File: src/rtl/wb_dmem_master_pkg.sv
// Shared definitions for the Wishbone data-bus initiator.
//   - RV32 load/store funct3 encodings
//   - FSM state encoding used by wb_dmem_master
package wb_dmem_master_pkg;

   // Load funct3 encodings
   localparam logic [2:0] F3_LB  = 3'd0;
   localparam logic [2:0] F3_LH  = 3'd1;
   localparam logic [2:0] F3_LW  = 3'd2;
   localparam logic [2:0] F3_LBU = 3'd4;
   localparam logic [2:0] F3_LHU = 3'd5;

   // Store funct3 encodings
   localparam logic [2:0] F3_SB  = 3'd0;
   localparam logic [2:0] F3_SH  = 3'd1;
   localparam logic [2:0] F3_SW  = 3'd2;

   typedef enum logic [1:0] {
      ST_IDLE = 2'd0,
      ST_BUS  = 2'd1,
      ST_RESP = 2'd2
   } state_e;

endpackage

File: src/rtl/wb_dmem_lane.sv
// Byte-lane steering for the data-bus initiator (purely combinational).
// Ports:
//   we, funct3, addr_lo  - access kind, size and byte offset within the word
//   wdata                - LSB-justified store data
//   rdata                - raw bus read word
//   sel                  - Wishbone byte selects
//   wdata_rep            - store data replicated across all lanes
//   rdata_ext            - load data shifted down and sign/zero-extended
//   misaligned, illegal  - request classification (illegal wins)
module wb_dmem_lane
   import wb_dmem_master_pkg::*;
(
   input  logic        we,
   input  logic [2:0]  funct3,
   input  logic [1:0]  addr_lo,
   input  logic [31:0] wdata,
   input  logic [31:0] rdata,
   output logic [3:0]  sel,
   output logic [31:0] wdata_rep,
   output logic [31:0] rdata_ext,
   output logic        misaligned,
   output logic        illegal
);

   logic [31:0] shifted;

   // NOTE: every output gets a default first so no path leaves one unassigned
   // and a latch can never be inferred.
   always_comb begin
      sel        = 4'b0000;
      wdata_rep  = wdata;
      rdata_ext  = rdata;
      misaligned = 1'b0;
      shifted    = rdata >> {addr_lo, 3'b000};

      if (we) illegal = !(funct3 inside {F3_SB, F3_SH, F3_SW});
      else    illegal = !(funct3 inside {F3_LB, F3_LH, F3_LW, F3_LBU, F3_LHU});

      // funct3[1:0] is the access size, funct3[2] selects zero-extension
      unique case (funct3[1:0])
         2'd0: begin
            sel       = 4'b0001 << addr_lo;
            wdata_rep = {4{wdata[7:0]}};
            rdata_ext = funct3[2] ? {24'h0, shifted[7:0]}
                                  : {{24{shifted[7]}}, shifted[7:0]};
         end
         2'd1: begin
            sel        = 4'b0011 << addr_lo;
            wdata_rep  = {2{wdata[15:0]}};
            rdata_ext  = funct3[2] ? {16'h0, shifted[15:0]}
                                   : {{16{shifted[15]}}, shifted[15:0]};
            misaligned = addr_lo[0];
         end
         default: begin
            sel        = 4'b1111;
            misaligned = (addr_lo != 2'b00);
         end
      endcase

      // An illegal funct3 is reported as an error, never as misaligned
      if (illegal) misaligned = 1'b0;
   end

endmodule

File: src/rtl/wb_dmem_master.sv
// Wishbone classic data-bus initiator (load/store back end of the core).
// Accepts one request at a time, runs one bus cycle, returns a single-cycle
// response with extended load data or a fault status.
// Ports:
//   clk, rst_n                         - clock, asynchronous active-low reset
//   req_*                              - request from MEM stage (valid/ready)
//   resp_*                             - one-cycle completion and status
//   busy                               - transaction in flight
//   dwb_*                              - Wishbone classic master interface
module wb_dmem_master
   import wb_dmem_master_pkg::*;
#(
   parameter int unsigned TIMEOUT_CYCLES = 255,
   parameter int unsigned CNT_W          = 8
) (
   input  logic        clk,
   input  logic        rst_n,
   input  logic        req_valid,
   output logic        req_ready,
   input  logic        req_we,
   input  logic [2:0]  req_funct3,
   input  logic [31:0] req_addr,
   input  logic [31:0] req_wdata,
   output logic        resp_valid,
   output logic [31:0] resp_rdata,
   output logic        resp_err,
   output logic        resp_misaligned,
   output logic [31:0] resp_addr,
   output logic        busy,
   output logic [31:0] dwb_adr_o,
   output logic [31:0] dwb_dat_o,
   output logic [3:0]  dwb_sel_o,
   output logic        dwb_we_o,
   output logic        dwb_cyc_o,
   output logic        dwb_stb_o,
   input  logic [31:0] dwb_dat_i,
   input  logic        dwb_ack_i,
   input  logic        dwb_err_i
);

   localparam logic [CNT_W-1:0] TMO_LIMIT = CNT_W'(TIMEOUT_CYCLES);

   state_e            state_q, state_d;
   logic [CNT_W-1:0]  cnt_q, cnt_d, cnt_inc;
   logic              we_q, we_d;
   logic [2:0]        f3_q, f3_d;
   logic [31:0]       addr_q, addr_d;
   logic [31:0]       dat_q, dat_d;
   logic [3:0]        sel_q, sel_d;
   logic              cyc_q, cyc_d;
   logic [31:0]       rdata_q, rdata_d;
   logic              err_q, err_d;
   logic              mis_q, mis_d;

   logic              idle;
   logic              lane_we;
   logic [2:0]        lane_f3;
   logic [1:0]        lane_lo;
   logic [3:0]        lane_sel;
   logic [31:0]       lane_wdata;
   logic [31:0]       lane_rdata;
   logic              lane_mis;
   logic              lane_ill;

   assign idle    = (state_q == ST_IDLE);
   assign cnt_inc = cnt_q + 1'b1;

   // Classify the incoming request while idle; afterwards extract load data
   // using the latched access kind and offset.
   assign lane_we = idle ? req_we         : we_q;
   assign lane_f3 = idle ? req_funct3     : f3_q;
   assign lane_lo = idle ? req_addr[1:0]  : addr_q[1:0];

   wb_dmem_lane u_lane (
      .we         (lane_we),
      .funct3     (lane_f3),
      .addr_lo    (lane_lo),
      .wdata      (req_wdata),
      .rdata      (dwb_dat_i),
      .sel        (lane_sel),
      .wdata_rep  (lane_wdata),
      .rdata_ext  (lane_rdata),
      .misaligned (lane_mis),
      .illegal    (lane_ill)
   );

   always_comb begin
      state_d = state_q;
      cnt_d   = cnt_q;
      we_d    = we_q;
      f3_d    = f3_q;
      addr_d  = addr_q;
      dat_d   = dat_q;
      sel_d   = sel_q;
      cyc_d   = cyc_q;
      rdata_d = rdata_q;
      err_d   = err_q;
      mis_d   = mis_q;

      unique case (state_q)
         ST_IDLE: begin
            if (req_valid) begin
               we_d    = req_we;
               f3_d    = req_funct3;
               addr_d  = req_addr;
               dat_d   = lane_wdata;
               sel_d   = lane_sel;
               rdata_d = '0;
               err_d   = lane_ill;
               mis_d   = lane_mis;
               cnt_d   = '0;
               if (lane_ill || lane_mis) begin
                  state_d = ST_RESP;
               end else begin
                  state_d = ST_BUS;
                  cyc_d   = 1'b1;
               end
            end
         end
         ST_BUS: begin
            // err wins over a simultaneous ack; data is taken on this edge
            // because the responder may only drive it while stb is high.
            if (dwb_err_i) begin
               cyc_d   = 1'b0;
               err_d   = 1'b1;
               cnt_d   = '0;
               state_d = ST_RESP;
            end else if (dwb_ack_i) begin
               cyc_d   = 1'b0;
               cnt_d   = '0;
               rdata_d = we_q ? '0 : lane_rdata;
               state_d = ST_RESP;
            end else if ((TIMEOUT_CYCLES != 0) && (cnt_inc == TMO_LIMIT)) begin
               cyc_d   = 1'b0;
               err_d   = 1'b1;
               cnt_d   = '0;
               state_d = ST_RESP;
            end else begin
               cnt_d = cnt_inc;
            end
         end
         ST_RESP: state_d = ST_IDLE;
         default: state_d = ST_IDLE;
      endcase
   end

   // NOTE: sequential state uses non-blocking assignments only, so every
   // register samples the pre-edge values regardless of block ordering.
   always_ff @(posedge clk or negedge rst_n) begin
      if (!rst_n) begin
         state_q <= ST_IDLE;
         cnt_q   <= '0;
         we_q    <= 1'b0;
         f3_q    <= 3'b000;
         addr_q  <= '0;
         dat_q   <= '0;
         sel_q   <= 4'b0000;
         cyc_q   <= 1'b0;
         rdata_q <= '0;
         err_q   <= 1'b0;
         mis_q   <= 1'b0;
      end else begin
         state_q <= state_d;
         cnt_q   <= cnt_d;
         we_q    <= we_d;
         f3_q    <= f3_d;
         addr_q  <= addr_d;
         dat_q   <= dat_d;
         sel_q   <= sel_d;
         cyc_q   <= cyc_d;
         rdata_q <= rdata_d;
         err_q   <= err_d;
         mis_q   <= mis_d;
      end
   end

   assign req_ready       = idle;
   assign busy            = !idle;
   assign resp_valid      = (state_q == ST_RESP);
   assign resp_rdata      = resp_valid ? rdata_q : '0;
   assign resp_err        = resp_valid & err_q;
   assign resp_misaligned = resp_valid & mis_q;
   assign resp_addr       = addr_q;

   assign dwb_adr_o = {addr_q[31:2], 2'b00};
   assign dwb_dat_o = dat_q;
   assign dwb_sel_o = sel_q;
   assign dwb_we_o  = we_q;
   assign dwb_cyc_o = cyc_q;
   assign dwb_stb_o = cyc_q;

endmodule

File: config.mk
export PLATFORM = sky130hd
export DESIGN_NAME = wb_dmem_master
export DESIGN_NICKNAME = d
export VERILOG_FILES = /design/src/rtl/wb_dmem_master_pkg.sv /design/src/rtl/wb_dmem_lane.sv /design/src/rtl/wb_dmem_master.sv
export SDC_FILE = /design/constraint.sdc
export NUM_CORES = 1
export LEC_CHECK = 0
export ABC_CLOCK_PERIOD_IN_PS = 3040
export BUFFER_PORTS_ARGS = -buffer_cell sky130_fd_sc_hd__buf_2
export CAP_MARGIN = 20
export CORE_MARGIN = 2
export CORE_UTILIZATION = 43
export CTS_BUF_LIST = sky130_fd_sc_hd__clkbuf_4
export CTS_CLUSTER_DIAMETER = 100
export DETAILED_ROUTE_END_ITERATION = 10
export MAX_ROUTING_LAYER = met4
export PLACE_DENSITY = 0.78
export SLEW_MARGIN = 20
export SYNTH_ARGS = -nofsm -noshare
export SYNTH_HDL_FRONTEND = slang
export SYNTH_SLANG_ARGS = --single-unit
File: constraint.sdc
create_clock -name clk -period 3.04 [get_ports clk]
set_input_delay 0.304 -clock clk [delete_from_list [all_inputs] [get_ports clk]]
set_output_delay 0.304 -clock clk [all_outputs]
set_load 0.05 [all_outputs]
==> results.cfg <==
[grt]
grt_max_degree = 53
grt_pass1_vias = 5810
track_usage = 0.2449
grt-ovfl-total = 0
grt_antenna_before_repair = 1
grt_pass1_wl_mm = 30.08

[placement]
placed_area_mm2 = 0.007611
dp_cells = 1021
pre_cts_ws_ns = 0.4501
place_congestion = 0.8531
io_buffers = 242
dp_hpwl_mm = 13.10

[synthesis]
yosysWarnings = 0
yosysSeqAreaShare = 0.4491
synth_top_area_frac = 0.4491
async_reset_ff_frac = 1.000
synth_area_mm2 = 0.006519
synth_edf_count = 0
synth-seq-cells = 117
synth_area_per_cell_um2 = 9.968
synth_ff_type = dfrtp_1
yosysUniqueCellTypes = 55
synth_area_leaders = dfrtp_1 45%, mux2_2 7.9%, nand2_1 5.9%, o21ai_0 4.9%, o221ai_1 4.0%
yosysTopAreaCell = dfrtp_1
syn_inst = 654

[layout]
multiInputGateArea_mm2 = 0.003062
nFillCells = 1346
design_area_mm2 = 0.008312
areaGrowthSynthToFinish_pct = 27.50
nets = 995
final_cell_mix = 241 x buf_2, 117 x dfrtp_1, 102 x nand2_1
regArea_mm2 = 0.002928
final_common_cell = buf_2
drive_above_1_share = 0.3944
finalNonFillerCells = 1089

[clocking]
numCtsBuffers = 17
cts_root_buf = clkbuf_4
postCtsSetupBuffers = 0
cts_tree = yes
cts-hold-fix-buffers = 35
clk_pin_slew_ns = 0.12
cts_buffer_depth = 2
cts_resized = 0
insertion_delay_ns = 0.54
ctsHtreeMaxLevel = 4
clock-sinks = 117

[sta]
finalSetupTns_ns = 0
finalHoldWorstSlack_ns = 0.05074
setup_viol = 0
slew_headroom = 0.5749
fin_skew_ns = 0.01451
min_period_ns = 2.633
worstMarginPinSlew_ns = 0.6377
rsz0062_at_grt = no
slew_viol_final = 0
fmax_ghz = 0.3798
post-route-period-util = 0.8660
hold_viol = 0
setup_slack_ns = 0.4073

[floorplanning]
initial_core_util = 0.4336
die_w_um = 127.1
rows = 45
io_pins = 245
die_y_um = 127.1
die-area_mm2 = 0.01616
core_area_mm2 = 0.01503

[pwr]
p_leak_uw = 0.004073
ir_worst_vdd_mv = 0.8180
powerDensity_mw_per_mm2 = 1225

[drt]
drt_first_iter_violations = 447
dr.pass1.iters = 5
finalWirelength_mm = 19.05
vias = 5935
avgRoutedWirePerCell_um = 17.49
drc = 0
antenna_left = 0
drt-vias-per-instance = 5.450

[job]
maxCapViolations = 0

[worst_hold_path]
hp-class = input port to flop
min_delay_worst_endpoint = dwb_dat_o[21]
hp-start = req_wdata[21]
whs_path_depth = 3

[setup_path]
timing.rr.start = state_q[0]
reg2reg_depth = 6
crit_path_max_fanout = 20
crit_type = flop to flop
crit_arrival_ns = 3.08
reg2reg_to = rdata_q[27]
required_ns = 3.49
cp-start-kind = flop
r2r_slack_ns = 0.41
crit_path_end_kind = flop

[status]
status = finished, final reports clean
report_power, final:
part           total (uW)  switching, uW  internal (uW)
clock network        1350            627            726
logic                6270           4630           1640
registers            2560            424           2140
critical path: stages (launching register included):
cell      delay (ns)
dfrtp_1         0.60
or2_1           0.40
inv_6           0.15
mux2_4          0.43
and3_1          0.63
o221ai_1        0.20
o211ai_1        0.14
synth_stat cells (6+ instances only):
| master | count |
|---|---|
| a22oi_1 | 7 |
| mux2i_1 | 17 |
| o21ai_0 | 64 |
| and2_1 | 35 |
| buf_2 | 19 |
| nand2b_1 | 12 |
| and3_1 | 11 |
| dfrtp_1 | 117 |
| o211ai_1 | 17 |
| a21o_1 | 8 |
| mux2_2 | 46 |
| a21oi_1 | 15 |
| nand3_1 | 6 |
| nand2_1 | 103 |
| clkbuf_1 | 19 |
| nor2_1 | 18 |
| o221ai_1 | 30 |
| mux2_4 | 8 |
| buf_4 | 33 |
| a311oi_1 | 8 |
sequential cells by signal (all words and copies together), names as in the netlist:
name       cells
dwb_dat_o     32
rdata_q       32
resp_addr     32
cnt_q          8
dwb_sel_o      4
f3_q           3
state_q        2
dwb_cyc_o      1
dwb_we_o       1
err_q          1
mis_q          1
layout make-up:
type | instances | area share
clock inverter | 14 | 0.02529
clock buffer | 17 | 0.01535
multi-input combinational | 452 | 0.3684
timing repair buffer | 294 | 0.2068
tap | 188 | 0.02830
antenna | 1 | 0.0003011
inverter | 6 | 0.003312
sequential | 117 | 0.3523
routing by layer:
metal | global-route usage | part of all wire
met4 | 0.08145 | 0.020
met2 | 0.3805 | 0.48
met3 | 0.06575 | 0.081
met1 | 0.3131 | 0.42
met5 | - | 0
worst max path at each step:
stage / start / endpoint / cells after the start
3_5_place_dp: state_q[0] / rdata_q[27] / 6
3_3_place_gp: state_q[0] / rdata_q[18] / 6
4_1_cts: state_q[0] / rdata_q[27] / 6
5_1_grt: state_q[0] / rdata_q[29] / 6
6_report: state_q[0] / rdata_q[27] / 6
2_1_floorplan: state_q[1] / resp_rdata[22] / 5
logic make-up after synthesis:
| family | Yosys count | synth area share |
|---|---|---|
| flip-flops | 117 | 0.4491 |
| buffers and inverters | 86 | 0.08292 |
| AO/OA/AOI/OAI | 175 | 0.1827 |
| adder cells (fa/ha/maj) | 2 | 0.003838 |
| multiplexers | 73 | 0.1309 |
| AND/OR/NAND/NOR | 198 | 0.1472 |
| other | 1 | 0.0005753 |
| XOR/XNOR | 2 | 0.002688 |
metrics by stage:
stage | power, uW | util
finish | 10180 | 0.5529
global route | 10710 | 0.5529
global placement | 8704 | 0.5063
CTS | 10210 | 0.5521
floorplan | 7645 | -
detailed placement | 8803 | 0.5063
Power figures use the tool's default switching activity.
